### src/rtl/matmul_pkg.sv
// Shared definitions for the matmul_engine slice: FSM state encoding,
// default dimensions/widths and address-width helpers.
package matmul_pkg;

  typedef enum logic [2:0] {
    IDLE,
    CLEAR,
    MAC,
    STORE,
    DONE
  } state_t;

  localparam int DEF_DATA_W = 8;
  localparam int DEF_M      = 8;
  localparam int DEF_K      = 8;
  localparam int DEF_N      = 8;
  localparam int DEF_ACC_W  = 2 * DEF_DATA_W + $clog2(DEF_K);

  // Index width for a RAM of the given depth; never narrower than one bit.
  function automatic int ram_w(input int depth);
    return (depth > 1) ? $clog2(depth) : 1;
  endfunction

  function automatic int addr_w(input int depth_a, input int depth_b);
    return ram_w((depth_a > depth_b) ? depth_a : depth_b);
  endfunction

endpackage

### src/rtl/matmul_if.sv
// Host-side bus of matmul_engine: operand load, run control and C readout.
// master = host, slave = engine.
interface matmul_if
  import matmul_pkg::*;
#(
  parameter int DATA_W = DEF_DATA_W,
  parameter int M      = DEF_M,
  parameter int K      = DEF_K,
  parameter int N      = DEF_N,
  parameter int ACC_W  = 2 * DATA_W + $clog2(K)
);
  localparam int AW = addr_w(M * K, K * N);
  localparam int RW = ram_w(M * N);

  logic              wr_en;
  logic              wr_sel;
  logic [AW-1:0]     wr_addr;
  logic [DATA_W-1:0] wr_data;
  logic              start;
  logic              busy;
  logic              done;
  logic [RW-1:0]     rd_addr;
  logic [ACC_W-1:0]  rd_data;
  logic              ovf;

  modport master (
    output wr_en, wr_sel, wr_addr, wr_data, start, rd_addr,
    input  busy, done, rd_data, ovf
  );

  modport slave (
    input  wr_en, wr_sel, wr_addr, wr_data, start, rd_addr,
    output busy, done, rd_data, ovf
  );

endinterface

### src/rtl/matmul_engine_mac_unit.sv
// Multiply-accumulate unit with sticky carry-out flag.
// Define MATMUL_SATURATE_EN to clamp the accumulator instead of wrapping.
module mac_unit #(
  parameter int DATA_W = 8,
  parameter int ACC_W  = 19
) (
  input  logic              clk,
  input  logic              rst,
  input  logic              clr,
  input  logic              en,
  input  logic              ovf_clr,
  input  logic [DATA_W-1:0] a,
  input  logic [DATA_W-1:0] b,
  output logic [ACC_W-1:0]  acc,
  output logic              ovf
);
  localparam int PW = ACC_W + 1;

  logic [PW-1:0] prod;
  logic [PW-1:0] sum;
  logic          carry;

  // Multiplying in PW bits yields the product zero-extended or truncated to PW.
  assign prod  = PW'(a) * PW'(b);
  assign sum   = {1'b0, acc} + prod;
  assign carry = sum[ACC_W];

  // NOTE: sequential state is updated with non-blocking assignments only, so
  // every always_ff reads the pre-edge value of every register.
  always_ff @(posedge clk) begin
    if (!rst) begin
      acc <= '0;
      ovf <= 1'b0;
    end else begin
      if (clr) begin
        acc <= '0;
      end else if (en) begin
`ifdef MATMUL_SATURATE_EN
        acc <= carry ? '1 : sum[ACC_W-1:0];
`else
        acc <= sum[ACC_W-1:0];
`endif
      end

      if (ovf_clr) begin
        ovf <= 1'b0;
      end else if (en && carry) begin
        ovf <= 1'b1;
      end
    end
  end

endmodule

### src/rtl/matmul_engine.sv
// Self-sequenced C = A x B engine with internal A/B/C RAMs and an i/j/k FSM.
// Optional MATMUL_SATURATE_EN (in mac_unit) selects saturating accumulation.
module matmul_engine
  import matmul_pkg::*;
#(
  parameter int DATA_W = DEF_DATA_W,
  parameter int M      = DEF_M,
  parameter int K      = DEF_K,
  parameter int N      = DEF_N,
  parameter int ACC_W  = 2 * DATA_W + $clog2(K)
) (
  input  logic     clk,
  input  logic     rst,
  matmul_if.slave  bus
);
  localparam int AAW = ram_w(M * K);
  localparam int BAW = ram_w(K * N);
  localparam int CAW = ram_w(M * N);
  localparam int IW  = ram_w(M);
  localparam int JW  = ram_w(N);
  localparam int KW  = ram_w(K);

  state_t state, state_n;

  logic [IW-1:0] i;
  logic [JW-1:0] j;
  logic [KW-1:0] k;

  logic acc_clr, acc_en, c_we, run_go;
  logic busy, done;
  logic last_k, last_j, last_el;
  logic a_we, b_we;

  int             k_rd;
  logic [AAW-1:0] a_raddr;
  logic [BAW-1:0] b_raddr;
  logic [CAW-1:0] c_waddr;

  logic [DATA_W-1:0] a_q, b_q;
  logic [ACC_W-1:0]  acc;
  logic [ACC_W-1:0]  rd_q;
  logic              ovf;

  logic [DATA_W-1:0] a_mem [2**AAW];
  logic [DATA_W-1:0] b_mem [2**BAW];
  logic [ACC_W-1:0]  c_mem [2**CAW];

  assign last_k  = (int'(k) == K - 1);
  assign last_j  = (int'(j) == N - 1);
  assign last_el = last_j && (int'(i) == M - 1);

  // Operands are writable only while idle; addresses beyond the matrix are dropped.
  assign a_we = (state == IDLE) && bus.wr_en && !bus.wr_sel && (int'(bus.wr_addr) < M * K);
  assign b_we = (state == IDLE) && bus.wr_en &&  bus.wr_sel && (int'(bus.wr_addr) < K * N);

  // CLEAR prefetches k=0; each MAC cycle prefetches k+1 for the next cycle.
  always_comb begin
    k_rd = 0;
    if (state == MAC && !last_k) k_rd = int'(k) + 1;
    a_raddr = AAW'(int'(i) * K + k_rd);
    b_raddr = BAW'(k_rd * N + int'(j));
    c_waddr = CAW'(int'(i) * N + int'(j));
  end

  // NOTE: RAM arrays sit in a block with no reset branch so they map onto
  // plain memories; their contents survive reset by design.
  always_ff @(posedge clk) begin
    if (a_we) a_mem[AAW'(bus.wr_addr)] <= bus.wr_data;
    if (b_we) b_mem[BAW'(bus.wr_addr)] <= bus.wr_data;
    if (c_we) c_mem[c_waddr] <= acc;
    a_q <= a_mem[a_raddr];
    b_q <= b_mem[b_raddr];
  end

  always_ff @(posedge clk) begin
    if (!rst) begin
      rd_q <= '0;
    end else begin
      rd_q <= (int'(bus.rd_addr) < M * N) ? c_mem[bus.rd_addr] : '0;
    end
  end

  always_ff @(posedge clk) begin
    if (!rst) begin
      state <= IDLE;
      i     <= '0;
      j     <= '0;
      k     <= '0;
    end else begin
      state <= state_n;
      case (state)
        IDLE: begin
          if (bus.start) begin
            i <= '0;
            j <= '0;
          end
        end
        CLEAR: k <= '0;
        MAC: begin
          if (!last_k) k <= k + 1'b1;
        end
        STORE: begin
          if (last_j) begin
            j <= '0;
            if (!last_el) i <= i + 1'b1;
          end else begin
            j <= j + 1'b1;
          end
        end
        default: ;
      endcase
    end
  end

  // NOTE: every output of this block gets a default before the case, so no
  // path leaves a variable unassigned and no latch is inferred.
  always_comb begin
    state_n = state;
    acc_clr = 1'b0;
    acc_en  = 1'b0;
    c_we    = 1'b0;
    run_go  = 1'b0;
    busy    = 1'b0;
    done    = 1'b0;
    case (state)
      IDLE: begin
        if (bus.start) begin
          run_go  = 1'b1;
          state_n = CLEAR;
        end
      end
      CLEAR: begin
        busy    = 1'b1;
        acc_clr = 1'b1;
        state_n = MAC;
      end
      MAC: begin
        busy   = 1'b1;
        acc_en = 1'b1;
        if (last_k) state_n = STORE;
      end
      STORE: begin
        busy    = 1'b1;
        c_we    = 1'b1;
        state_n = last_el ? DONE : CLEAR;
      end
      DONE: begin
        done    = 1'b1;
        state_n = IDLE;
      end
      default: state_n = IDLE;
    endcase
  end

  mac_unit #(
    .DATA_W (DATA_W),
    .ACC_W  (ACC_W)
  ) u_mac (
    .clk     (clk),
    .rst     (rst),
    .clr     (acc_clr),
    .en      (acc_en),
    .ovf_clr (run_go),
    .a       (a_q),
    .b       (b_q),
    .acc     (acc),
    .ovf     (ovf)
  );

  assign bus.busy    = busy;
  assign bus.done    = done;
  assign bus.rd_data = rd_q;
  assign bus.ovf     = ovf;

endmodule

### src/flat_wrapper.sv
// flat-port wrapper written by rule: the top's interface ports become plain ports
module matmul_engine_flat import matmul_pkg::*;
#(
  parameter int DATA_W = DEF_DATA_W,
  parameter int M      = DEF_M,
  parameter int K      = DEF_K,
  parameter int N      = DEF_N,
  parameter int ACC_W  = 2 * DATA_W + $clog2(K)
)
  (clk, rst, bus_wr_en, bus_wr_sel, bus_wr_addr, bus_wr_data, bus_start, bus_rd_addr, bus_busy, bus_done, bus_rd_data, bus_ovf);
  matmul_if #(.DATA_W(DATA_W), .M(M), .K(K), .N(N), .ACC_W(ACC_W)) bus_i ();
  input  logic clk;
  input  logic rst;
  input wire logic [$bits(bus_i.wr_en)-1:0] bus_wr_en;
  input wire logic [$bits(bus_i.wr_sel)-1:0] bus_wr_sel;
  input wire logic [$bits(bus_i.wr_addr)-1:0] bus_wr_addr;
  input wire logic [$bits(bus_i.wr_data)-1:0] bus_wr_data;
  input wire logic [$bits(bus_i.start)-1:0] bus_start;
  input wire logic [$bits(bus_i.rd_addr)-1:0] bus_rd_addr;
  output wire logic [$bits(bus_i.busy)-1:0] bus_busy;
  output wire logic [$bits(bus_i.done)-1:0] bus_done;
  output wire logic [$bits(bus_i.rd_data)-1:0] bus_rd_data;
  output wire logic [$bits(bus_i.ovf)-1:0] bus_ovf;
  assign bus_i.wr_en = bus_wr_en;
  assign bus_i.wr_sel = bus_wr_sel;
  assign bus_i.wr_addr = bus_wr_addr;
  assign bus_i.wr_data = bus_wr_data;
  assign bus_i.start = bus_start;
  assign bus_i.rd_addr = bus_rd_addr;
  assign bus_busy = bus_i.busy;
  assign bus_done = bus_i.done;
  assign bus_rd_data = bus_i.rd_data;
  assign bus_ovf = bus_i.ovf;
  matmul_engine #(.DATA_W(DATA_W), .M(M), .K(K), .N(N), .ACC_W(ACC_W)) u_core (.clk(clk), .rst(rst), .bus(bus_i));
endmodule
### config.mk
export PLATFORM = sky130hd
export DESIGN_NAME = matmul_engine_flat
export DESIGN_NICKNAME = d
export VERILOG_FILES = /design/src/rtl/matmul_pkg.sv /design/src/rtl/matmul_if.sv /design/src/rtl/matmul_engine_mac_unit.sv /design/src/rtl/matmul_engine.sv /design/src/flat_wrapper.sv
export SDC_FILE = /design/constraint.sdc
export NUM_CORES = 2
export LEC_CHECK = 0
export BUFFER_PORTS_ARGS = -buffer_cell sky130_fd_sc_hd__buf_2
export CORE_AREA = 2 2 435 437
export DETAILED_ROUTE_END_ITERATION = 12
export DIE_AREA = 0 0 437 439
export GPL_ROUTABILITY_DRIVEN = 0
export SLEW_MARGIN = 20
export SYNTH_ARGS = -nofsm -noshare
export SYNTH_HDL_FRONTEND = slang
export SYNTH_SLANG_ARGS = --single-unit
### constraint.sdc
create_clock -name clk -period 9.8 [get_ports clk]
set_clock_uncertainty 0.05 [all_clocks]
set_input_delay 1.47 -clock clk [delete_from_list [all_inputs] [get_ports clk]]
set_output_delay 1.47 -clock clk [all_outputs]
set_load 0.05 [all_outputs]
==> flow_metrics.tcl <==
set metrics [dict create \
    vias_per_cell 6.10 \
    syn_nets 4957 \
    setup_tns_ps 0 \
    grt_max_degree 151 \
    pin_count 47 \
    die_h_um 439 \
    postRouteAntennaNets 0 \
    path_class "reg2reg" \
    holdCritPathClass "reg2reg" \
    max_freq_mhz 197 \
    hold_violations 0 \
    holdBufCountCts 0 \
    crit_path_start_kind "flip-flop" \
    fin_nets 5075 \
    io_buffers 46 \
    rr_worst_depth 16 \
    dieArea_sq_um 192000 \
    grt-ovfl-total 0 \
    cts_post_setup_buffers_inserted 0 \
    final_cell_mix "2240 x edfxtp_1, 442 x mux4_2, 310 x nand2_1, 229 x clkbuf_16, 200 x nor2_1" \
    grt_pass1_vias 46997 \
    cts_resized 0 \
    first_iter_violations 4959 \
    slew_viol_final 0 \
    ys_ff_latch 2307 \
    worst-path-max-fanout 65 \
    cts_buffer_depth 3 \
    fin_crit_ps 5090 \
    hold_ws_ps 500 \
    worstPathRequired_ps 10510 \
    end_kind "flip-flop" \
    min_path_cells 2 \
    setup_viol 0 \
    rows 159 \
    ys.flop_type "edfxtp_1" \
    synthesis.area_sq_um 91100 \
    dr.pass1.iters 5 \
    cts_buffers 226 \
    drv_cap 0 \
    ys_warn_count 0 \
    async_reset_ff_frac 0 \
    grt_antenna_before_repair 11 \
    num_vias 46649 \
    cp.arrival_ps 5800 \
    cp_cell_sequence "inv_1 > fa_1 > inv_1 > fa_1 > inv_1 > fa_1 > fa_1 > inv_1 > ha_1 > a21oi_1 > o211ai_1 > a311o_1 > a21boi_0 > o21ai_0 > and3_1 > nor3_1" \
    syn_avg_cell_area_sq_um 18.8 \
    clk_pin_slew_ps 60 \
    dp_cells 7218 \
    layout_commonest_cell "edfxtp_1" \
    p_leak_nw 32.0 \
    finalCritPeriodShare 0.519 \
    cts_tree "built" \
    synth_cell_types 70 \
    tightest_slew_ps 1130 \
    start_util 0.487 \
    instances_no_fill 7643 \
    wirelength_mm 231 \
    peakVddDrop_mv 0.163 \
    drive_above_1_share 0.210 \
    die-width_um 437 \
    h-tree-depth 4 \
    status "complete, no violations" \
    clk_latency_ps 850 \
    area_growth_pct 11.7 \
    drcViolationCount 0 \
    grt_pass1_wl_mm 335 \
    power_per_cell_area_nw_per_um2 211 \
    seq_area_frac_synth 0.753 \
    core_sq_um 187000 \
    rsz0062_at_grt "no" \
    post_drt_wl_per_cell_um 30.2 \
    synth_edf_count 2240 \
    grt_usage 0.241 \
    synth_cells 4833 \
    dp_hpwl_mm 130 \
    critical_path.slowest_cell "dfxtp_4" \
    max_stage_delay_ps 750 \
    cts_root_buffer "clkbuf_16" \
    cts.sinks 2307 \
    slew_headroom 0.238 \
]
layer usage:
metal,up-vias,global-route usage,wire length [um]
li1,19822,-,-
met1,24610,0.340,94700
met2,1862,0.396,114000
met3,347,0.0386,16400
met4,8,0.0609,5260
met5,-,0,57
worst max-delay path: cells and delay by family (launching register included):
kind | cells | cell delay, ps
compound gates | 5 | 1210
fa+ha+maj | 5 | 2330
buf+inv | 4 | 340
flops | 1 | 750
simple gates | 2 | 300
worst paths after layout:
path	to	start	slack, ps
hold reg to reg	u_core.k[2]	u_core.k[2]	500
setup / recovery	u_core.u_mac.acc[18]	u_core.u_mac.acc[6]	4710
hold / removal	u_core.k[2]	u_core.k[2]	500
setup reg to reg	u_core.u_mac.acc[18]	u_core.u_mac.acc[6]	4710
layout make-up:
class,instances,area (sq um)
multi-input cells,2132,21200
clock buffers,308,6170
diodes,5,12.5
clock inverters,112,937
fillers,14449,85200
flip-flops and latches,2307,68600
inverters,104,392
well taps,2495,3120
repair buffers,180,1340
registers in the layout, summed over array words and instances, names as in the netlist:
register,count
u_core.b_mem,512
u_core.state,3
u_core.c_mem,1216
u_core.bus.rd_data,19
u_core.a_q,8
u_core.b_q,8
u_core.u_mac.ovf,1
u_core.j,3
u_core.k,3
u_core.i,3
u_core.u_mac.acc,19
u_core.a_mem,512
logic make-up (layout without fill, tap and decap cells):
logic type | after synthesis | in the layout | share of synthesized area
buffers and inverters | 394 | 704 | 0.0174
other | 0 | 5 | 0
xor gates and xnor gates | 12 | 12 | 0.00115
muxes | 535 | 535 | 0.120
AOI/OAI and AO/OA | 606 | 606 | 0.0465
and+or+nand+nor | 880 | 880 | 0.0442
adders and majority gates | 99 | 99 | 0.0177
DFF | 2307 | 2307 | 0.753
cell usage after synthesis, types with 4 or more instances:
master,instances,area [sq um]
a211o_1,9,78.8
a211oi_1,52,390
a21o_1,9,67.6
a21oi_1,110,551
a221o_1,4,40.0
a221oi_1,46,403
a22o_1,9,78.8
a22oi_1,52,390
a311oi_1,5,43.8
a31oi_1,32,200
and2_1,59,369
and3_1,83,519
buf_1,31,116
buf_2,70,350
clkbuf_1,186,698
dfxtp_1,67,1340
edfxtp_1,2240,67300
fa_1,50,1000
ha_1,49,613
inv_1,103,387
mux2_2,35,394
mux2i_1,58,581
mux4_2,442,9950
nand2_1,311,1170
nand2b_1,9,56.3
nand3_1,39,195
nand3b_1,6,45.0
nand4_1,22,138
nor2_1,266,998
nor2b_1,17,106
nor3_1,35,175
o211a_1,7,70.1
o211ai_1,13,97.6
o21ai_0,83,415
o221ai_1,97,850
o22ai_1,49,307
o311ai_0,6,52.6
or3_1,6,37.5
or4_1,5,37.5
xnor2_1,8,70.1
xor2_1,4,35.0
power by group:
part           switching [mW]  total, mW  internal (mW)
Sequential             0.0887       11.2           11.1
Combinational            1.27       1.95          0.678
Clock                    3.67       8.38           4.71
per-stage QoR:
stage	utilization	cell area, sq um	setup slack, ps	total power, mW
after floorplan	-	91100	4650	12.7
after global placement	0.506	94700	4390	13.4
after detailed placement	0.506	94700	4300	13.4
after CTS	0.544	102000	4290	21.7
after global routing	0.544	102000	4310	22.3
final	0.544	102000	4710	21.5
No activity file was read; power rests on OpenSTA's default activity.
